`src/rtl/mac_pkg.sv`:
```
// Shared constants and types for the mac_shift multiply-accumulate stage.
//   DATA_W/ACC_W/OUT_W : operand, accumulator and LUT-input widths
//   MAX_TERMS          : longest frame that is not flagged as overflow
//   OUT_MAX/OUT_MIN    : saturation limits of the 21-bit signed output
//   state_t            : frame control FSM states
package mac_pkg;

    localparam int unsigned DATA_W    = 16;
    localparam int unsigned ACC_W     = 40;
    localparam int unsigned OUT_W     = 21;
    localparam int unsigned MAX_TERMS = 256;

    // Term counter holds 0..MAX_TERMS+1; it saturates one above the limit.
    localparam int unsigned CNT_W = $clog2(MAX_TERMS + 2);

    localparam logic [OUT_W-1:0] OUT_MAX = 21'h0FFFFF;
    localparam logic [OUT_W-1:0] OUT_MIN = 21'h100000;

    typedef enum logic {
        IDLE,
        ACCUM
    } state_t;

endpackage

```
`src/rtl/sat_shift.sv`:
```
// Combinational arithmetic right shift of the accumulator followed by
// saturation into the signed OUT_W result format.
//   acc_in : signed ACC_W accumulator value
//   shift  : right-shift amount (floor toward minus infinity)
//   res    : shifted, saturated OUT_W result
//   ovf    : shifted value did not fit OUT_W
module sat_shift
    import mac_pkg::*;
(
    input  logic [ACC_W-1:0] acc_in,
    input  logic [4:0]       shift,
    output logic [OUT_W-1:0] res,
    output logic             ovf
);

    // Saturation limits sign-extended to accumulator width.
    localparam logic signed [ACC_W-1:0] R_MAX = ACC_W'(signed'(OUT_MAX));
    localparam logic signed [ACC_W-1:0] R_MIN = ACC_W'(signed'(OUT_MIN));

    logic signed [ACC_W-1:0] r;

    always_comb begin
        r   = $signed(acc_in) >>> shift;
        res = r[OUT_W-1:0];
        ovf = 1'b0;
        if (r > R_MAX) begin
            res = OUT_MAX;
            ovf = 1'b1;
        end else if (r < R_MIN) begin
            res = OUT_MIN;
            ovf = 1'b1;
        end
    end

endmodule

```
`src/rtl/mac_shift.sv`:
```
// Signed multiply-accumulate over a framed stream of data/weight pairs.
// At end of frame the sum is shifted and saturated into the LUT input format.
//   clk, reset  : rising-edge clock, synchronous active-low reset
//   valid_in    : operand pair present; first_in/last_in tag frame bounds
//   data_in     : signed operand; weight_in : signed operand
//   shift_amt   : right shift for the frame (taken with the first term)
//   bypass_in   : bypass request for the frame (taken with the first term)
//   acc_out     : shifted, saturated frame result
//   shift_overf : result saturated, or frame exceeded MAX_TERMS
//   bypass_out  : bypass_in of the delivered frame
//   lut_en      : one-cycle pulse, outputs above are new
//   frame_err   : sticky protocol-error flag
module mac_shift
    import mac_pkg::*;
(
    input  logic              clk,
    input  logic              reset,
    input  logic              valid_in,
    input  logic              first_in,
    input  logic              last_in,
    input  logic [DATA_W-1:0] data_in,
    input  logic [DATA_W-1:0] weight_in,
    input  logic [4:0]        shift_amt,
    input  logic              bypass_in,
    output logic [OUT_W-1:0]  acc_out,
    output logic              shift_overf,
    output logic              bypass_out,
    output logic              lut_en,
    output logic              frame_err
);

    localparam logic [CNT_W-1:0] CNT_LIM = CNT_W'(MAX_TERMS);

    state_t state, state_nxt;
    logic   take;
    logic   err_set;

    // Frame control: decides which terms enter the pipeline.
    always_comb begin
        state_nxt = state;
        take      = 1'b0;
        err_set   = 1'b0;
        if (valid_in) begin
            if (first_in) begin
                // A first term in ACCUM discards the open frame and restarts.
                take      = 1'b1;
                err_set   = (state == ACCUM);
                state_nxt = last_in ? IDLE : ACCUM;
            end else if (state == ACCUM) begin
                take = 1'b1;
                if (last_in) state_nxt = IDLE;
            end else begin
                err_set = 1'b1;
            end
        end
    end

    always_ff @(posedge clk) begin
        if (!reset) begin
            state     <= IDLE;
            frame_err <= 1'b0;
        end else begin
            state <= state_nxt;
            if (err_set) frame_err <= 1'b1;
        end
    end

    // S1: product and tags.
    logic                       s1_vld, s1_first, s1_last, s1_byp;
    logic [4:0]                 s1_shift;
    logic signed [2*DATA_W-1:0] s1_prod;

    always_ff @(posedge clk) begin
        if (!reset) begin
            s1_vld   <= 1'b0;
            s1_first <= 1'b0;
            s1_last  <= 1'b0;
            s1_byp   <= 1'b0;
            s1_shift <= '0;
            s1_prod  <= '0;
        end else begin
            s1_vld   <= take;
            s1_first <= first_in;
            s1_last  <= last_in;
            s1_byp   <= bypass_in;
            s1_shift <= shift_amt;
            s1_prod  <= $signed(data_in) * $signed(weight_in);
        end
    end

    // S2: accumulate and count terms.
    logic signed [ACC_W-1:0] acc;
    logic [CNT_W-1:0]        cnt;
    logic [4:0]              s2_shift;
    logic                    s2_byp, s2_fire;

    always_ff @(posedge clk) begin
        if (!reset) begin
            acc      <= '0;
            cnt      <= '0;
            s2_shift <= '0;
            s2_byp   <= 1'b0;
            s2_fire  <= 1'b0;
        end else begin
            s2_fire <= s1_vld & s1_last;
            if (s1_vld) begin
                if (s1_first) begin
                    acc      <= ACC_W'(s1_prod);
                    cnt      <= CNT_W'(1);
                    s2_shift <= s1_shift;
                    s2_byp   <= s1_byp;
                end else begin
                    acc <= acc + ACC_W'(s1_prod);
                    if (cnt <= CNT_LIM) cnt <= cnt + CNT_W'(1);
                end
            end
        end
    end

    // S3: snapshot the finished frame so the next frame may load acc
    // immediately, then shift/saturate into the output registers.
    logic [ACC_W-1:0] s3_acc;
    logic [4:0]       s3_shift;
    logic             s3_byp, s3_over, s3_fire;
    logic [OUT_W-1:0] sat_res;
    logic             sat_ovf;

    always_ff @(posedge clk) begin
        if (!reset) begin
            s3_acc   <= '0;
            s3_shift <= '0;
            s3_byp   <= 1'b0;
            s3_over  <= 1'b0;
            s3_fire  <= 1'b0;
        end else begin
            s3_fire <= s2_fire;
            if (s2_fire) begin
                s3_acc   <= acc;
                s3_shift <= s2_shift;
                s3_byp   <= s2_byp;
                s3_over  <= (cnt > CNT_LIM);
            end
        end
    end

    sat_shift u_sat_shift (
        .acc_in (s3_acc),
        .shift  (s3_shift),
        .res    (sat_res),
        .ovf    (sat_ovf)
    );

    always_ff @(posedge clk) begin
        if (!reset) begin
            acc_out     <= '0;
            shift_overf <= 1'b0;
            bypass_out  <= 1'b0;
            lut_en      <= 1'b0;
        end else begin
            lut_en <= s3_fire;
            if (s3_fire) begin
                acc_out     <= sat_res;
                shift_overf <= sat_ovf | s3_over;
                bypass_out  <= s3_byp;
            end
        end
    end

endmodule

```
`config.mk`:
```
export PLATFORM = sky130hd
export DESIGN_NAME = mac_shift
export DESIGN_NICKNAME = d
export VERILOG_FILES = /design/src/rtl/mac_pkg.sv /design/src/rtl/sat_shift.sv /design/src/rtl/mac_shift.sv
export SDC_FILE = /design/constraint.sdc
export NUM_CORES = 1
export LEC_CHECK = 0
export ABC_AREA = 1
export CAP_MARGIN = 30
export CORE_MARGIN = 5
export CORE_UTILIZATION = 60
export DETAILED_ROUTE_END_ITERATION = 16
export DONT_BUFFER_PORTS = 1
export GPL_TIMING_DRIVEN = 0
export PLACE_DENSITY = 0.79
export SLEW_MARGIN = 20
export SYNTH_ARGS = -nofsm -noshare
export SYNTH_HDL_FRONTEND = slang
export SYNTH_SLANG_ARGS = --single-unit
export TNS_END_PERCENT = 30
```
`constraint.sdc`:
```
create_clock -name clk -period 7 [get_ports clk]
set_input_delay 1.4 -clock clk [delete_from_list [all_inputs] [get_ports clk]]
set_output_delay 1.4 -clock clk [all_outputs]
set_load 0.05 [all_outputs]
```
==> impl_metrics.ini <==
[critical_path]
cp-end-kind = flop
ff2ff_setup_slack_ns = 3.85
startpoint = weight_in[6]
cpMostUsedCell = fa_1
start_kind = primary input
rr_endpoint = acc[32]
crit_path_cell_trace = clkbuf_2, buf_2, nand2_1, fa_1, inv_1, fa_2, fa_1, fa_1, fa_1, inv_1, fa_1, inv_1, ha_1, a21oi_1, o21ai_0, a21oi_1, nand3_1, nand2_1, nand2_1, a21oi_1, o21ai_0, a21oi_1
path_buf_inv = 5
cp_slowest_stage_delay_ns = 0.69
cpLargestDelayFamily = adder cells
r2r_start = acc[0]
arrival_ns = 7.16
critPathKind = primary input to flop
reg2reg_depth = 15
crit_fanout = 10
cp_slowest_cell = fa_2
critPathRequiredTime_ns = 7.37

[pwr]
ir_drop_mv = 0.463
power_density_nw_per_um2 = 504
internal-power_mw = 4.95
p_clk_share_pct = 8.7
p_sw_mw = 6.40
combPwrFrac_pct = 80.3
power.leakage_nw = 11.7
p_sw_share_pct = 56.4
p_seq_share_pct = 11.0

[floorplanning]
dieArea_um2 = 39200
io_pins = 68
fp-row-count = 68
dieHeight_um = 198
core_um2 = 34700
initial_utilization_pct = 61.1
die_x_um = 198

[synthesis]
syn-cell-area_um2 = 21200
yosysWarnings = 0
synth_compound_area_share_pct = 14.0
synth-simple-area-share_pct = 22.3
synth_edf_count = 0
syn_nets = 3483
synthAdderAreaFrac_pct = 32.1
ys_seq_area_share_pct = 16.1
postSynthCellCount = 3053
synth_cell_type_count = 46
synthFlopType = dfxtp_1
synth-seq-cells = 171
synth_top_family_by_area = adder cells
synth.area.mux_share_pct = 0.660
syn_avg_cell_area_um2 = 6.95
synthXorXnorAreaFrac_pct = 1.03
async_reset_ff_share_pct = 0

[timing]
rsz0062_at_grt = yes
worst_slew_pin_slew_ns = 0.910
finalHoldViolations = 0
slew_violations = 0
fmax_mhz = 147
setup_tns_ns = 0
finalSetupViolCount = 0
setup_ws_ns = 0.210
min_period_over_period_pct = 97.0
min_period_ns = 6.79
skew_ns = 0.00866
slew_headroom_pct = 39.4

[clock_tree]
cts_resized = 43
clk_latency_ns = 0.45
numCtsBuffers = 17
cts_tree = done
clock-sinks = 171
htreeDepth = 4
cts.clk_slew.worst_paths_ns = 0.06
post_cts_buffers = 0
max-clock-path-buffers = 2
holdBufCountCts = 0
cts-root-buf = clkbuf_16

[routing]
routedWlPerCell_um = 18.9
drtIter0Drc = 1602
vias = 20221
wl_mm = 66.9
ant_nets = 0
via_per_inst = 5.71
drc = 0
drt_pass1_iterations = 6

[min_path]
hold_depth = 2
worstHoldStart = s3_acc[0]
hold_path_end = s3_acc[0]
hold_class = flop to flop

[global_route]
gr-total-overflow = 0
grt_max_degree = 17
grt_use_total_pct = 34.6
antenna_found_initial = 2
grt_pass1_vias = 20440
grt_first_pass_wirelength_mm = 107

[cells_and_area]
num_antenna_cells = 0
fin_area_um2 = 22500
final_cell_mix = nand2_1 (748), inv_1 (600), fa_1 (262)
nNetsFinal = 3503
layout-drive-gt1-share_pct = 5.12
mostFrequentLayoutCell = nand2_1
area_delta_synth_final_pct = 6.14
layout.cells.non_filler = 3541

[place]
routabilityCongestion = 1.00
dpl.cell_count = 3509
place_ws_ns = -1.01
portBuffers = 0
placed_cell_area_um2 = 21800
hpwlAfterDp_mm = 55.9

[run_status]
outcome = completed

[run]
drv_cap = 0
[worst max path at each step]
stage | endpoint | slack [ns] | depth (start not counted)
6_report | s1_prod[28] | 0.21 | 22
3_3_place_gp | s1_prod[29] | -0.92 | 20
5_1_grt | s1_prod[28] | -0.02 | 23
3_5_place_dp | s1_prod[29] | -1.01 | 20
4_1_cts | s1_prod[28] | 0.006 | 23
2_1_floorplan | s1_prod[28] | 0.20 | 22
[Yosys cell counts (all sizes together), types with 4 or more instances]
master | count | share of area (%)
a211oi | 7 | 0.25
a21boi | 4 | 0.14
a21o | 7 | 0.25
a21oi | 200 | 5.1
a31oi | 22 | 0.65
buf | 30 | 1.0
clkbuf | 115 | 2.0
dfxtp | 171 | 16
fa | 263 | 25
ha | 124 | 7.3
inv | 605 | 11
mux2i | 14 | 0.66
nand2 | 751 | 13
nand3 | 155 | 3.7
nand4 | 9 | 0.27
nor2 | 217 | 3.8
nor3 | 20 | 0.47
nor4 | 6 | 0.18
o211ai | 15 | 0.53
o21a | 10 | 0.35
o21ai | 233 | 5.5
o21bai | 13 | 0.46
o221ai | 5 | 0.21
o311ai | 4 | 0.17
or2 | 14 | 0.41
xnor2 | 15 | 0.62
xor2 | 10 | 0.41
[power by group through the flow]
stage | Clock [mW] | Combinational [mW] | Sequential, mW
after floorplan | 0 | 6.66 | 1.21
after global placement | 0 | 8.44 | 1.26
after detailed placement | 0 | 8.76 | 1.26
after CTS | 0.989 | 8.86 | 1.24
after global routing | 1.03 | 10.3 | 1.25
final | 0.982 | 9.12 | 1.25
[tightest hold or removal path, stage by stage (launching register included)]
cell and delay (ns):
dfxtp_1 0.30, inv_1 0.05, a21oi_1 0.06
[kinds of logic (layout without fill, tap and decap cells)]
| group | after synthesis | in the layout |
|---|---|---|
| xor+xnor | 25 | 25 |
| fa+ha+maj | 387 | 387 |
| simple gates | 1176 | 1176 |
| flops | 171 | 171 |
| buf+inv | 751 | 784 |
| mux | 14 | 14 |
| compound gates | 529 | 529 |
[area by class of cell]
cell class / count / area, µm²
repair buffers: 1 / 3.75
multi-input cells: 2131 / 14900
plain buffers: 145 / 749
well taps: 455 / 569
clock inverters: 11 / 133
inverters: 606 / 2280
fillers: 3188 / 12200
clock buffers: 21 / 470
flip-flops and latches: 171 / 3420
[flip-flops by register name (all words and copies together) (netlist names), 5 cells and up]
name / flops
acc_out: 21
s1_prod: 32
cnt: 9
s2_shift: 5
s3_acc: 40
acc: 40
s3_shift: 5
s1_shift: 5
[per-stage QoR]
step	utilization [%]	hold slack, ns	power, mW
finish	64.9	0.455	11.3
global route	64.9	0.493	12.6
CTS	64.7	0.458	11.1
detailed placement	62.8	0.449	10.0
global placement	62.8	0.445	9.71
floorplan	-	0.394	7.87
[metal layers]
metal  vias to the layer above  part of all wire, %  track usage [%]
met5                         -                0.034                0
met1                      9556                   40             43.8
li1                       9495                    -                -
met2                       935                   46             57.7
met3                       231                  7.5             4.92
met4                         4                  6.0             18.5
No activity file was read; power rests on OpenSTA's default activity.
